`config.mk`:
```
export PLATFORM = sky130hd
export DESIGN_NAME = vball_rom_arb_flat
export DESIGN_NICKNAME = d
export VERILOG_FILES = /design/src/rtl/vball_pkg.sv /design/src/rtl/vball_rom_arb_if.sv /design/src/rtl/vball_rr_pri.sv /design/src/rtl/vball_rom_arb.sv /design/src/flat_wrapper.sv
export SDC_FILE = /design/constraint.sdc
export NUM_CORES = 1
export LEC_CHECK = 0
export ABC_AREA = 1
export CAP_MARGIN = 25
export CORE_MARGIN = 10
export CORE_UTILIZATION = 48
export DETAILED_ROUTE_END_ITERATION = 8
export HOLD_SLACK_MARGIN = 0.15
export PLACE_DENSITY = 0.95
export SYNTH_ARGS = -nofsm -noshare
export SYNTH_HDL_FRONTEND = slang
export SYNTH_SLANG_ARGS = --single-unit
```
`constraint.sdc`:
```
create_clock -name clk_sys -period 2.7 [get_ports clk_sys]
set_clock_uncertainty 0.2 [all_clocks]
set_input_delay 0.27 -clock clk_sys [delete_from_list [all_inputs] [get_ports clk_sys]]
set_output_delay 0.27 -clock clk_sys [all_outputs]
set_load 0.005 [all_outputs]
```
`src/rtl/vball_pkg.sv`:
```
// Shared types and constants for the vball ROM port arbiter and its requesters.
package vball_pkg;

    // Requester identity; the values double as bit positions in one-hot grants.
    typedef enum logic [1:0] {
        GNT_BG  = 2'd0,
        GNT_SPR = 2'd1,
        GNT_SND = 2'd2
    } gnt_id_t;

    typedef enum logic [1:0] {
        IDLE = 2'd0,
        WAIT = 2'd1,
        DONE = 2'd2
    } state_t;

    localparam int BG_AW  = 19;
    localparam int SPR_AW = 17;
    localparam int SND_AW = 17;
    localparam int DATA_W = 8;

    // Region offsets; these must match the ROM loader's download map.
    localparam logic [21:0] DEF_BG_BASE  = 22'h000000;
    localparam logic [21:0] DEF_SPR_BASE = 22'h080000;
    localparam logic [21:0] DEF_SND_BASE = 22'h0C0000;

endpackage

```
`src/rtl/vball_rom_arb_if.sv`:
```
// Bundle of requester handshakes and the external ROM channel.
// slave is the arbiter's view; master is the view of the engines and memory.
interface vball_rom_arb_if
    import vball_pkg::*;
#(
    parameter int MEM_AW = 22
);
    logic              bg_req;
    logic [BG_AW-1:0]  bg_addr;
    logic              bg_ack;
    logic [DATA_W-1:0] bg_data;

    logic              spr_req;
    logic [SPR_AW-1:0] spr_addr;
    logic              spr_ack;
    logic [DATA_W-1:0] spr_data;

    logic              snd_req;
    logic [SND_AW-1:0] snd_addr;
    logic              snd_ack;
    logic [DATA_W-1:0] snd_data;

    logic              mem_req;
    logic [MEM_AW-1:0] mem_addr;
    logic [DATA_W-1:0] mem_data;
    logic              mem_rdy;

    logic              err;

    modport slave (
        input  bg_req, bg_addr, spr_req, spr_addr, snd_req, snd_addr,
        input  mem_data, mem_rdy,
        output bg_ack, bg_data, spr_ack, spr_data, snd_ack, snd_data,
        output mem_req, mem_addr, err
    );

    modport master (
        output bg_req, bg_addr, spr_req, spr_addr, snd_req, snd_addr,
        output mem_data, mem_rdy,
        input  bg_ack, bg_data, spr_ack, spr_data, snd_ack, snd_data,
        input  mem_req, mem_addr, err
    );

endinterface

```
`src/rtl/vball_rr_pri.sv`:
```
// Fixed-priority picker (bg > spr > snd) where a starved snd jumps the queue.
module vball_rr_pri
    import vball_pkg::*;
(
    input  logic       bg_req_i,
    input  logic       spr_req_i,
    input  logic       snd_req_i,
    input  logic       starve_i,
    output logic [2:0] gnt_o
);

    // Choose at most one requester, one-hot indexed by gnt_id_t.
    always_comb begin
        gnt_o = 3'b000;
        if (starve_i && snd_req_i) begin
            gnt_o[GNT_SND] = 1'b1;
        end else if (bg_req_i) begin
            gnt_o[GNT_BG] = 1'b1;
        end else if (spr_req_i) begin
            gnt_o[GNT_SPR] = 1'b1;
        end else if (snd_req_i) begin
            gnt_o[GNT_SND] = 1'b1;
        end
    end

endmodule

```
`src/rtl/vball_rom_arb.sv`:
```
// Serialises bg/sprite/sample reads onto the single byte-wide ROM channel,
// adds each requester's region base, and aborts accesses on a hung memory.
module vball_rom_arb
    import vball_pkg::*;
#(
    parameter int                MEM_AW     = 22,
    parameter logic [MEM_AW-1:0] BG_BASE    = MEM_AW'(DEF_BG_BASE),
    parameter logic [MEM_AW-1:0] SPR_BASE   = MEM_AW'(DEF_SPR_BASE),
    parameter logic [MEM_AW-1:0] SND_BASE   = MEM_AW'(DEF_SND_BASE),
    parameter int                STARVE_MAX = 15,
    parameter int                TIMEOUT    = 63
) (
    input logic            clk_sys,
    input logic            reset_n,
    vball_rom_arb_if.slave bus
);

    localparam logic [3:0] STARVE_LIM = 4'(STARVE_MAX);
    localparam logic [7:0] TIMER_LIM  = 8'(TIMEOUT);

    state_t            state_q;
    gnt_id_t           gnt_q;
    logic              mem_req_q;
    logic [MEM_AW-1:0] mem_addr_q;
    logic [7:0]        timer_q;
    logic [3:0]        starve_q;
    logic              err_q;
    logic              bg_ack_q, spr_ack_q, snd_ack_q;
    logic [DATA_W-1:0] bg_data_q, spr_data_q, snd_data_q;

    logic [2:0]        pick_oh;
    logic              starve_hit;
    gnt_id_t           pick_id_d;
    logic [MEM_AW-1:0] addr_d;
    logic [DATA_W-1:0] fill_d;

    assign starve_hit = (starve_q == STARVE_LIM);

    vball_rr_pri u_pri (
        .bg_req_i  (bus.bg_req),
        .spr_req_i (bus.spr_req),
        .snd_req_i (bus.snd_req),
        .starve_i  (starve_hit),
        .gnt_o     (pick_oh)
    );

    // Translate the one-hot pick into an id and its rebased, wrapping address;
    // an aborted access returns 8'hFF instead of bus data.
    always_comb begin
        pick_id_d = GNT_BG;
        addr_d    = BG_BASE + MEM_AW'(bus.bg_addr);
        if (pick_oh[GNT_SPR]) begin
            pick_id_d = GNT_SPR;
            addr_d    = SPR_BASE + MEM_AW'(bus.spr_addr);
        end else if (pick_oh[GNT_SND]) begin
            pick_id_d = GNT_SND;
            addr_d    = SND_BASE + MEM_AW'(bus.snd_addr);
        end
        fill_d = bus.mem_rdy ? bus.mem_data : 8'hFF;
    end

    // Access sequencer: grant in IDLE, hold the strobe in WAIT, pulse ack in DONE.
    always_ff @(posedge clk_sys or negedge reset_n) begin
        if (!reset_n) begin
            state_q    <= IDLE;
            gnt_q      <= GNT_BG;
            mem_req_q  <= 1'b0;
            mem_addr_q <= '0;
            timer_q    <= 8'd0;
            starve_q   <= 4'd0;
            err_q      <= 1'b0;
            bg_ack_q   <= 1'b0;
            spr_ack_q  <= 1'b0;
            snd_ack_q  <= 1'b0;
            bg_data_q  <= 8'h00;
            spr_data_q <= 8'h00;
            snd_data_q <= 8'h00;
        end else begin
            bg_ack_q  <= 1'b0;
            spr_ack_q <= 1'b0;
            snd_ack_q <= 1'b0;
            case (state_q)
                IDLE: begin
                    if (|pick_oh) begin
                        gnt_q      <= pick_id_d;
                        mem_addr_q <= addr_d;
                        mem_req_q  <= 1'b1;
                        timer_q    <= 8'd1;
                        state_q    <= WAIT;
                        if (pick_id_d == GNT_SND) begin
                            starve_q <= 4'd0;
                        end else if (bus.snd_req && !starve_hit) begin
                            starve_q <= starve_q + 4'd1;
                        end
                    end
                end
                WAIT: begin
                    if (bus.mem_rdy || timer_q == TIMER_LIM) begin
                        mem_req_q <= 1'b0;
                        state_q   <= DONE;
                        if (!bus.mem_rdy) begin
                            err_q <= 1'b1;
                        end
                        case (gnt_q)
                            GNT_SPR: begin
                                spr_data_q <= fill_d;
                                spr_ack_q  <= 1'b1;
                            end
                            GNT_SND: begin
                                snd_data_q <= fill_d;
                                snd_ack_q  <= 1'b1;
                            end
                            default: begin
                                bg_data_q <= fill_d;
                                bg_ack_q  <= 1'b1;
                            end
                        endcase
                    end else begin
                        timer_q <= timer_q + 8'd1;
                    end
                end
                DONE: state_q <= IDLE;
                default: state_q <= IDLE;
            endcase
        end
    end

    assign bus.mem_req  = mem_req_q;
    assign bus.mem_addr = mem_addr_q;
    assign bus.err      = err_q;
    assign bus.bg_ack   = bg_ack_q;
    assign bus.spr_ack  = spr_ack_q;
    assign bus.snd_ack  = snd_ack_q;
    assign bus.bg_data  = bg_data_q;
    assign bus.spr_data = spr_data_q;
    assign bus.snd_data = snd_data_q;

endmodule

```
`src/flat_wrapper.sv`:
```
// flat-port wrapper written by rule: the top's interface ports become plain ports
module vball_rom_arb_flat import vball_pkg::*;
#(
    parameter int                MEM_AW     = 22,
    parameter logic [MEM_AW-1:0] BG_BASE    = MEM_AW'(DEF_BG_BASE),
    parameter logic [MEM_AW-1:0] SPR_BASE   = MEM_AW'(DEF_SPR_BASE),
    parameter logic [MEM_AW-1:0] SND_BASE   = MEM_AW'(DEF_SND_BASE),
    parameter int                STARVE_MAX = 15,
    parameter int                TIMEOUT    = 63
)
  (clk_sys, reset_n, bus_bg_req, bus_bg_addr, bus_spr_req, bus_spr_addr, bus_snd_req, bus_snd_addr, bus_mem_data, bus_mem_rdy, bus_bg_ack, bus_bg_data, bus_spr_ack, bus_spr_data, bus_snd_ack, bus_snd_data, bus_mem_req, bus_mem_addr, bus_err);
  vball_rom_arb_if #(.MEM_AW(MEM_AW)) bus_i ();
  input logic clk_sys;
  input logic reset_n;
  input wire logic [$bits(bus_i.bg_req)-1:0] bus_bg_req;
  input wire logic [$bits(bus_i.bg_addr)-1:0] bus_bg_addr;
  input wire logic [$bits(bus_i.spr_req)-1:0] bus_spr_req;
  input wire logic [$bits(bus_i.spr_addr)-1:0] bus_spr_addr;
  input wire logic [$bits(bus_i.snd_req)-1:0] bus_snd_req;
  input wire logic [$bits(bus_i.snd_addr)-1:0] bus_snd_addr;
  input wire logic [$bits(bus_i.mem_data)-1:0] bus_mem_data;
  input wire logic [$bits(bus_i.mem_rdy)-1:0] bus_mem_rdy;
  output wire logic [$bits(bus_i.bg_ack)-1:0] bus_bg_ack;
  output wire logic [$bits(bus_i.bg_data)-1:0] bus_bg_data;
  output wire logic [$bits(bus_i.spr_ack)-1:0] bus_spr_ack;
  output wire logic [$bits(bus_i.spr_data)-1:0] bus_spr_data;
  output wire logic [$bits(bus_i.snd_ack)-1:0] bus_snd_ack;
  output wire logic [$bits(bus_i.snd_data)-1:0] bus_snd_data;
  output wire logic [$bits(bus_i.mem_req)-1:0] bus_mem_req;
  output wire logic [$bits(bus_i.mem_addr)-1:0] bus_mem_addr;
  output wire logic [$bits(bus_i.err)-1:0] bus_err;
  assign bus_i.bg_req = bus_bg_req;
  assign bus_i.bg_addr = bus_bg_addr;
  assign bus_i.spr_req = bus_spr_req;
  assign bus_i.spr_addr = bus_spr_addr;
  assign bus_i.snd_req = bus_snd_req;
  assign bus_i.snd_addr = bus_snd_addr;
  assign bus_i.mem_data = bus_mem_data;
  assign bus_i.mem_rdy = bus_mem_rdy;
  assign bus_bg_ack = bus_i.bg_ack;
  assign bus_bg_data = bus_i.bg_data;
  assign bus_spr_ack = bus_i.spr_ack;
  assign bus_spr_data = bus_i.spr_data;
  assign bus_snd_ack = bus_i.snd_ack;
  assign bus_snd_data = bus_i.snd_data;
  assign bus_mem_req = bus_i.mem_req;
  assign bus_mem_addr = bus_i.mem_addr;
  assign bus_err = bus_i.err;
  vball_rom_arb #(.MEM_AW(MEM_AW), .BG_BASE(BG_BASE), .SPR_BASE(SPR_BASE), .SND_BASE(SND_BASE), .STARVE_MAX(STARVE_MAX), .TIMEOUT(TIMEOUT)) u_core (.clk_sys(clk_sys), .reset_n(reset_n), .bus(bus_i));
endmodule
```
==> qor.txt <==
Outcome: finished, final reports clean
Final Hold Vio Count: 0
Largest net degree at the start of global routing: 32
First-pass GRT wire length: 16.1 mm
Crit path kind: reg2reg
Worst path cell trace: ha_1 -> nand2_1 -> inv_1 -> nand2_1 -> nand2_1 -> inv_2 -> nand2_1 -> nand2_1 -> nand2_1
Max_slew headroom: 0.536
Crit-path max cell delay: 0.44 ns
GP Congestion: 0.865
Post-Layout Cell Count: 601
# rows: 29
Synth Instances: 402
Reg clk slew, reported paths: 0.08 ns
Yosys warns: 0
Clk buf depth: 2
IO buf count: 115
Most common cell in the netlist: nand2_1
Diodes inserted: 0
Critical path arrival: 2.19 ns
Critical Path Source: u_core.starve_q[0]
Fill count: 474
CTS tree: done
Yosys top cell by area: dfrtp_1
Final Util: 0.723
Top post-synthesis cells by area: dfrtp_1, nand2_1, nand3_1, o21ai_1, inv_1
Distinct cells, synth: 29
Placed Area: 4430 um^2
R2R depth: 9
Final net count: 590
Synth Area in XOR/XNOR: 0.00269
Die ar.: 10,500 um^2
# resized after CTS: 0
Placed cell count: 584
R2r startpoint: u_core.starve_q[0]
Async SR Flop Fraction: 1.00
Final period util: 0.796
Final wirelength: 9.72 mm
Predominant post-synthesis flop cell: dfrtp_1
Fin area: 4670 um^2
Mux cell area share after synthesis: 0
DP Wirelength: 7.39 mm
Unrepaired setup endpoints after global routing: no
Worst reg2reg endpoint: u_core.bus.mem_addr[19]
Synth Area in Adders: 0.0154
Post-Synth Simple-Gate Area: 0.345
Crit Path Max Fanout: 20
Die width: 102 um
Number of synthesized flops with an enable pin: 0
All-Layer GR Usage: 0.193
Initial Utilization: 0.504
Power Dens Cells: 952 nW/um^2
Vias in the first global route: 3,376
Met1 Resource Use GR: 0.209
TNS Setup: 0 ns
Hold WC Path Type: in2async
Fmax: 465 MHz
Multi-input gate area: 1380 um^2
Yosys reg bits: 65
CP dominant cell by count: nand2_1
Synthesized area per cell: 8.10 um^2
End point of the critical path: u_core.bus.mem_addr[19]
CP max stage cell: nand2_1
Residual DRC: 0
# clock sinks: 65
DR WL/cell: 16.2 um
Reg-to-reg slack, setup: 0.55 ns
Top-area cell type share of the netlist area: 0.500
Worst vdd ir: 0.535 mV
Largest family of logic cells by synthesized area: simple AND/OR/NAND/NOR gates
Setup Buffers After CTS: 0
Leak: 2.27 nW
Register area share after synthesis: 0.500
Skew-Pair Late Insertion Delay: 0.34 ns
Max-cap violations: 0
CP Capture Type: register
GR peak layer: met2
Final setup violation count: 0
DR pass1 iterations: 5
IO Pins: 118
Num CTS Buffers: 9
Met2 usage: 0.337
Tmin final: 2.15 ns
FF/Latch Area: 1630 um^2
GR Util met3: 0.0776
Mapped Area: 3250 um^2
Final ANT Viol Nets: 0
Initial antenna violation count: 0
Vias: 3,186
CTS root buffer: clkbuf_8
Die Y: 102 um
Layout cells sized above 1: 0.0897
Post-synth top cells: nand2_1, dfrtp_1, nand3_1
H-tree levels: 3
Initial drt markers: 196
Final Max Tran Viols: 0
Area Overhead vs Synth: 43.4%
GRT overflow: 0
CP required: 2.74 ns
Number of vias per cell: 5.30
Post-synthesis compound-gate area fraction: 0.0573
Core Footprint: 6460 um^2
Critical Path Source Type: register
Worst-margin pin slew: 0.694 ns
-- area by class of cell --
class,instances,area share
clock buffer,9,0.0265
sequential,65,0.348
timing repair buffer,122,0.257
clock inverter,7,0.0220
tap,77,0.0206
multi-input combinational,287,0.295
inverter,34,0.0303
-- routing by layer --
| metal | wire [um] | vias to the layer above |
|---|---|---|
| met5 | 0 | - |
| met4 | 121 | 0 |
| met3 | 948 | 17 |
| met2 | 4870 | 154 |
| met1 | 3780 | 1494 |
| li1 | - | 1521 |
-- critical path, delay by kind of cell (launching register included) --
kind	cells	cell delay, ns
buf+inv	2	0.27
simple gates	6	0.92
flops	1	0.42
fa+ha+maj	1	0.23
-- cells by family after synthesis --
| group | count (synthesis) |
|---|---|
| AO/OA/AOI/OAI | 36 |
| XOR/XNOR | 1 |
| adder cells (fa/ha/maj) | 4 |
| buffers and inverters | 51 |
| flip-flops | 65 |
| other | 1 |
| AND/OR/NAND/NOR | 244 |
-- flip-flops by register name, indices dropped and copies added, names as in the netlist --
signal               flops
u_core.gnt_q             2
u_core.state_q           2
u_core.bus.bg_ack        1
u_core.starve_q          4
u_core.timer_q           8
u_core.bus.spr_ack       1
u_core.bus.bg_data       8
u_core.bus.snd_ack       1
u_core.bus.err           1
u_core.bus.mem_addr     20
u_core.bus.mem_req       1
u_core.bus.spr_data      8
u_core.bus.snd_data      8
-- layout by cell type (no fill, tap or decap), types with 2 or more instances in the layout --
master	instances
ha_1	4
nand3_1	60
buf_4	6
o21bai_1	2
inv_2	7
clkdlybuf4s50_1	114
o21ai_0	6
bufinv_16	2
inv_1	26
or2_0	4
nor2_1	17
dfrtp_1	65
nand2_4	4
nand2_2	2
nor3b_1	2
nand3_2	3
or2_1	9
nor2_2	5
conb_1	2
clkbuf_8	9
nand2_1	130
clkinv_4	3
o21ai_1	27
nand4_1	5
-- worst min path at each step --
stage	startpoint	endpoint	cells past startpoint
6_report	reset_n	u_core.bus.mem_addr[4]	2
5_1_grt	reset_n	u_core.bus.snd_data[1]	2
4_1_cts	reset_n	u_core.bus.snd_data[1]	2
3_5_place_dp	reset_n	u_core.bus.mem_addr[4]	1
3_3_place_gp	reset_n	u_core.bus.mem_addr[4]	1
2_1_floorplan	reset_n	u_core.bus.bg_ack	0
-- power breakdown --
part	switching [mW]	total, mW	internal (mW)	leakage, nW
clock network	0.400	0.927	0.527	0.110
registers	0.270	1.66	1.39	0.811
logic	0.882	1.86	0.977	1.35
total	1.55	4.44	2.89	2.27
-- through the flow --
step	hold WS, ns	power [mW]	worst slack [ns]
CTS	0.243	4.48	0.557
detailed placement	0.0759	3.54	0.485
floorplan	-0.226	2.47	1.05
global route	0.286	4.76	0.368
global placement	0.0643	3.44	0.570
finish	0.244	4.44	0.550
-- what timing repair did --
| item | CTS | global route |
|---|---|---|
| hold endpoints to repair | 20 | 0 |
| hold buffers | 1 | 0 |
| setup endpoints to repair | 0 | 0 |
Power figures use the tool's default switching activity.
